[config.mk]
export PLATFORM = sky130hd
export DESIGN_NAME = bin_clock_core
export DESIGN_NICKNAME = d
export VERILOG_FILES = /design/src/rtl/bin_clock_core.sv
export SDC_FILE = /design/constraint.sdc
export NUM_CORES = 1
export LEC_CHECK = 0
export ABC_AREA = 1
export CORE_ASPECT_RATIO = 1.75
export CORE_UTILIZATION = 42
export DETAILED_ROUTE_END_ITERATION = 12
export SETUP_SLACK_MARGIN = 0.1
export SYNTH_ARGS = -nofsm -noshare
export SYNTH_HDL_FRONTEND = slang
export SYNTH_SLANG_ARGS = --single-unit
export TNS_END_PERCENT = 5
[constraint.sdc]
create_clock -name clk -period 2.3 [get_ports clk]
set_clock_uncertainty 0.15 [all_clocks]
set_input_delay 0.46 -clock clk [delete_from_list [all_inputs] [get_ports clk]]
set_output_delay 0.46 -clock clk [all_outputs]
set_load 0.01 [all_outputs]
[src/rtl/bin_clock_core.sv]
// Binary time-of-day core: seconds prescaler, hh:mm:ss counters with carry chain,
// debounced set-mode buttons and a registered display multiplexer.
module bin_clock_core #(
    parameter int PRESCALE = 10000000,
    parameter int DEBOUNCE = 65536
) (
    input  logic       clk,
    input  logic       rst_n,
    input  logic       ena,
    input  logic       run,
    input  logic       inc_min,
    input  logic       inc_hr,
    input  logic [1:0] sel,
    output logic [5:0] ss,
    output logic [5:0] mm,
    output logic [4:0] hh,
    output logic       sec_tick,
    output logic [7:0] disp
);

    localparam int PW = (PRESCALE > 1) ? $clog2(PRESCALE) : 1;
    localparam int DW = (DEBOUNCE > 1) ? $clog2(DEBOUNCE) : 1;

    logic [1:0] btn_raw;
    logic [1:0] btn_lvl;
    logic [1:0] btn_pulse;
    logic [1:0] vld_q;

    assign btn_raw = {inc_hr, inc_min};

    // Synchronizer contents are only trusted once both stages hold real samples.
    always_ff @(posedge clk or negedge rst_n) begin
        if (!rst_n) begin
            vld_q <= 2'b00;
        end else begin
            vld_q <= {vld_q[0], 1'b1};
        end
    end

    generate
        for (genvar gi = 0; gi < 2; gi++) begin : g_btn
            logic          meta_q;
            logic          sync_q;
            logic          acc_q;
            logic          arm_q;
            logic [DW-1:0] cnt_q;
            logic          accept;

            assign accept        = (sync_q != acc_q) && (cnt_q == DW'(DEBOUNCE - 1));
            // A press only counts once the button has been seen released since reset.
            assign btn_pulse[gi] = accept && sync_q && arm_q;
            assign btn_lvl[gi]   = acc_q;

            always_ff @(posedge clk or negedge rst_n) begin
                if (!rst_n) begin
                    meta_q <= 1'b0;
                    sync_q <= 1'b0;
                    acc_q  <= 1'b0;
                    arm_q  <= 1'b0;
                    cnt_q  <= '0;
                end else begin
                    meta_q <= btn_raw[gi];
                    sync_q <= meta_q;
                    if (vld_q[1] && !sync_q) begin
                        arm_q <= 1'b1;
                    end
                    if (sync_q == acc_q) begin
                        cnt_q <= '0;
                    end else if (accept) begin
                        acc_q <= sync_q;
                        cnt_q <= '0;
                    end else begin
                        cnt_q <= cnt_q + 1'b1;
                    end
                end
            end
        end
    endgenerate

    logic [PW-1:0] pre_q, pre_d;
    logic [5:0]    ss_q, ss_d;
    logic [5:0]    mm_q, mm_d;
    logic [4:0]    hh_q, hh_d;
    logic          blink_q, blink_d;
    logic          tick_q, tick_d;
    logic [7:0]    disp_q, disp_d;

    always_comb begin
        pre_d   = pre_q;
        ss_d    = ss_q;
        mm_d    = mm_q;
        hh_d    = hh_q;
        blink_d = blink_q;
        tick_d  = 1'b0;
        if (!run) begin
            pre_d = '0;
            ss_d  = 6'd0;
            if (btn_pulse[0]) begin
                mm_d = (mm_q == 6'd59) ? 6'd0 : mm_q + 6'd1;
            end
            if (btn_pulse[1]) begin
                hh_d = (hh_q == 5'd23) ? 5'd0 : hh_q + 5'd1;
            end
        end else if (ena) begin
            if (pre_q == PW'(PRESCALE - 1)) begin
                pre_d   = '0;
                tick_d  = 1'b1;
                blink_d = ~blink_q;
                if (ss_q == 6'd59) begin
                    ss_d = 6'd0;
                    if (mm_q == 6'd59) begin
                        mm_d = 6'd0;
                        hh_d = (hh_q == 5'd23) ? 5'd0 : hh_q + 5'd1;
                    end else begin
                        mm_d = mm_q + 6'd1;
                    end
                end else begin
                    ss_d = ss_q + 6'd1;
                end
            end else begin
                pre_d = pre_q + 1'b1;
            end
        end
    end

    always_comb begin
        disp_d = 8'h00;
        case (sel)
            2'd0: disp_d = {2'b00, ss_q};
            2'd1: disp_d = {2'b00, mm_q};
            2'd2: disp_d = {3'b000, hh_q};
            default: disp_d = {ena, run, btn_lvl[1], btn_lvl[0], 3'b000, blink_q};
        endcase
    end

    always_ff @(posedge clk or negedge rst_n) begin
        if (!rst_n) begin
            pre_q   <= '0;
            ss_q    <= 6'd0;
            mm_q    <= 6'd0;
            hh_q    <= 5'd0;
            blink_q <= 1'b0;
            tick_q  <= 1'b0;
            disp_q  <= 8'h00;
        end else begin
            pre_q   <= pre_d;
            ss_q    <= ss_d;
            mm_q    <= mm_d;
            hh_q    <= hh_d;
            blink_q <= blink_d;
            tick_q  <= tick_d;
            disp_q  <= disp_d;
        end
    end

    // The pulse is masked so it can never appear while counting is stopped.
    assign sec_tick = tick_q & ena & run;
    assign ss       = ss_q;
    assign mm       = mm_q;
    assign hh       = hh_q;
    assign disp     = disp_q;

endmodule

==> results.md <==
- Crit-path max cell delay: around 0.60 ns
- CTS sink count: 93
- Clock Path Buffers: 2
- Number of synthesized register bits: 93
- Clock-pin slew on the worst setup and hold paths: approximately 0.070 ns
- Share of layout cells above drive strength 1: roughly 8.0%
- Reg2reg end: hh[2]$_DFFE_PN0P_
- Leak: between 2 and 3 nW
- Die ar.: about 0.012 mm^2
- Tcrit/Tclk final: 90.3%
- Gpl congestion: 0.926
- Period minus WS final: between 2 and 2.5 ns
- Number of synthesized flops with an enable pin: 0
- Global-route wire length before repair: roughly 19 mm
- R2R depth: 8
- Fillers: between 1000 and 1500
- DR iter-0 viols: 225
- CP startpoint kind: register
- Starting Density: roughly 43%
- Worst Hold Class: reg2reg
- Arr. time, crit path: 1.47 ns
- I/O Buffers: 33
- Post-DR vias/cell: about 5.2
- CTS tree: done
- Worst path slowest cell: clkdlybuf4s50_1
- Worst path cell trace: clkdlybuf4s50_1
- Final setup fails: 0
- CP Max Fanout: 9
- Synthesis warning total: 0
- Outcome: finished, final reports clean
- Routed wire length: about 11 mm
- Pins Over Slew Limit: 0
- Nets@finish: 688
- Buffers & Inverters on Critical Path: 1
- Grt ovf: 0
- Area delta synth->final: 18.2%
- RSZ-0062 raised after global routing: true
- # rows: 51
- Largest net degree at the start of global routing: 37
- Vias in the first global route: 4217
- Syn Nets: around 640
- Final hold violations: 0
- Clk Latency, worst-skew pair: roughly 0.34 ns
- Commonest non-fill, non-tap cell in the layout: nand2_1
- Post-synthesis sequential area ratio: between 40 and 50%
- Mapped Area: between 0.004 and 0.005 mm^2
- Postcts setup bufs: 0
- Worst Setup End Kind: output pin
- Mean Syn Cell Area: a little under 8 um^2
- Hold path depth: 0
- Wire length per cell: 14.0 um
- Post-Syn Instances: 621
- Req. time, crit path: approximately 1.7 ns
- Setup CP Type: reg2out
- Via count: 4223
- DP HPWL: approximately 8.5 mm
- Most frequent cells in the layout: nand2_1, nor2_1, dfrtp_1
- Max-Cap Viols: 0
- Share of flip-flops with an asynchronous set or reset: 100%
- Fmax: between 400 and 500 MHz
- Die Ht: 144 um
- Hold endpoint: g_btn[0].sync_q$_DFF_PN0_
- DR pass1 iterations: 7
- Post-DRT Antenna Nets: 0
- GRT Util Overall: 20.4%
- CTS root buf: clkbuf_16
- PwrDens: 604 mW/mm^2
- R2R Path Start: pre_q[16]$_DFFE_PN0P_
- Reg2reg setup slack: approximately 0.31 ns
- Post-synth top flop: dfrtp_1
- Core area: 0.0112 mm^2
- CP top delay family: buffers and inverters
- Netlist cell types: 42
- Post-route insts no fill: a little over 800
- DRC Markers: 0
- Initial antenna violation count: 0
- Ant. Diodes: 0
- Placed cells: 794
- Die W: approximately 83 um
- Maximum vdd drop: 0.394 mV
- Total Neg Setup Slack: 0 ns
- IO Pins: 34
- TritonCTS Buffers: 9
- H-tree levels: 3
- Hold Startpoint: g_btn[0].meta_q$_DFF_PN0_
-- area by class of cell --
type                            count  area, um^2  share of cell area (%)
Sequential cell                    93        2330                    40.4
Multi-Input combinational cell    445        2210                    38.4
Timing Repair Buffer               48         454                    7.89
Inverter                           77         289                    5.02
Clock buffer                       11         253                    4.39
Tap cell                          132         165                    2.87
Clock inverter                      4        55.1                   0.956
-- metrics by stage --
stage          util, %  power (W)  worst slack [ns]  area (um^2)  hold slack, ns
3_3_place_gp      48.4    0.00196           -0.0531         5440           0.186
4_1_cts           51.2    0.00351             0.202         5750           0.204
3_5_place_dp      48.4    0.00196           -0.0169         5440           0.189
2_1_floorplan        -    0.00183             0.590         4870          0.0144
6_report          51.3    0.00348             0.224         5760           0.202
5_1_grt           51.3    0.00360            0.0646         5760           0.217
-- worst max-delay path by stage --
stage                               startpoint                 to  slack (ns)  cells after the start
final                        hh[2]$_DFFE_PN0P_              hh[2]        0.22                      1
after global routing      pre_q[1]$_DFFE_PN0P_  mm[0]$_DFFE_PN0P_        0.06                      9
after CTS                    hh[2]$_DFFE_PN0P_              hh[2]        0.20                      1
after detailed placement                   run           sec_tick       -0.02                      4
after global placement                     run           sec_tick       -0.05                      4
after floorplan              mm[1]$_DFFE_PN0P_  hh[2]$_DFFE_PN0P_        0.59                     10
-- registers in the layout, summed over array words and instances (netlist names) --
name          cells
hh                5
g_btn.cnt_q      32
pre_q            24
ss                6
mm                6
g_btn.acc_q       2
vld_q             2
tick_q            1
g_btn.arm_q       2
disp              8
g_btn.meta_q      2
g_btn.sync_q      2
blink_q           1
-- Yosys cell counts (2+ instances only) --
master | instances | area (um^2)
nor2_2 | 4 | 25.0
nand2_1 | 155 | 582
nand2_2 | 4 | 25.0
inv_1 | 74 | 278
nand3_2 | 3 | 30.0
o21ai_0 | 17 | 85.1
nor3b_1 | 5 | 37.5
buf_6 | 2 | 22.5
xnor2_1 | 4 | 35.0
o21ai_1 | 5 | 25.0
nor2_1 | 99 | 372
ha_1 | 6 | 75.1
a31oi_1 | 2 | 12.5
dfrtp_1 | 93 | 2330
clkbuf_1 | 2 | 7.51
inv_2 | 3 | 11.3
nor2_4 | 2 | 22.5
a21oi_1 | 18 | 90.1
nand3_1 | 35 | 175
nor3_1 | 16 | 80.1
nand3b_1 | 2 | 15.0
nand4_1 | 24 | 150
o21bai_1 | 2 | 15.0
xor2_1 | 20 | 175
o21a_1 | 6 | 45.0
o21ai_2 | 2 | 17.5
-- worst reg2reg max path, stage by stage (launching register included) --
cell and delay (ns):
dfrtp_1 0.42, nor2_1 0.20, nand3_1 0.13, nor2_1 0.14, nand3_1 0.16, o21ai_1 0.34, nand3_1 0.19, nand2_1 0.10
nand2_1 0.05
-- power breakdown --
group          total, W  internal, W  switching, W
clock           0.00154     0.000902      0.000643
combinational  0.000229    0.0000910      0.000138
sequential      0.00170      0.00167     0.0000317
total           0.00348      0.00266      0.000812
-- cells by family after synthesis --
| group | count (synthesis) | synth area share [%] |
|---|---|---|
| AOI/OAI and AO/OA | 59 | 7.14 |
| xor gates and xnor gates | 24 | 4.32 |
| adders and majority gates | 6 | 1.54 |
| buffers and inverters | 83 | 6.81 |
| DFF | 93 | 47.8 |
| other | 1 | 0.0770 |
| and+or+nand+nor | 355 | 32.3 |
-- layer usage --
metal / share of wire [%] / track usage [%]
met1: 42 / 23.7
met2: 53 / 37.3
met3: 3.0 / 2.85
met4: 2.7 / 9.17
met5: 0 / 0
-- repair_timing --
action | CTS | global route
cloned | 0 | 0
hold buffers | 1 | 0
endpoints found under the hold margin | 25 | 0
resized for setup | 1 | 1
setup endpoints to repair | 1 | 7
No activity file was read; power rests on OpenSTA's default activity.
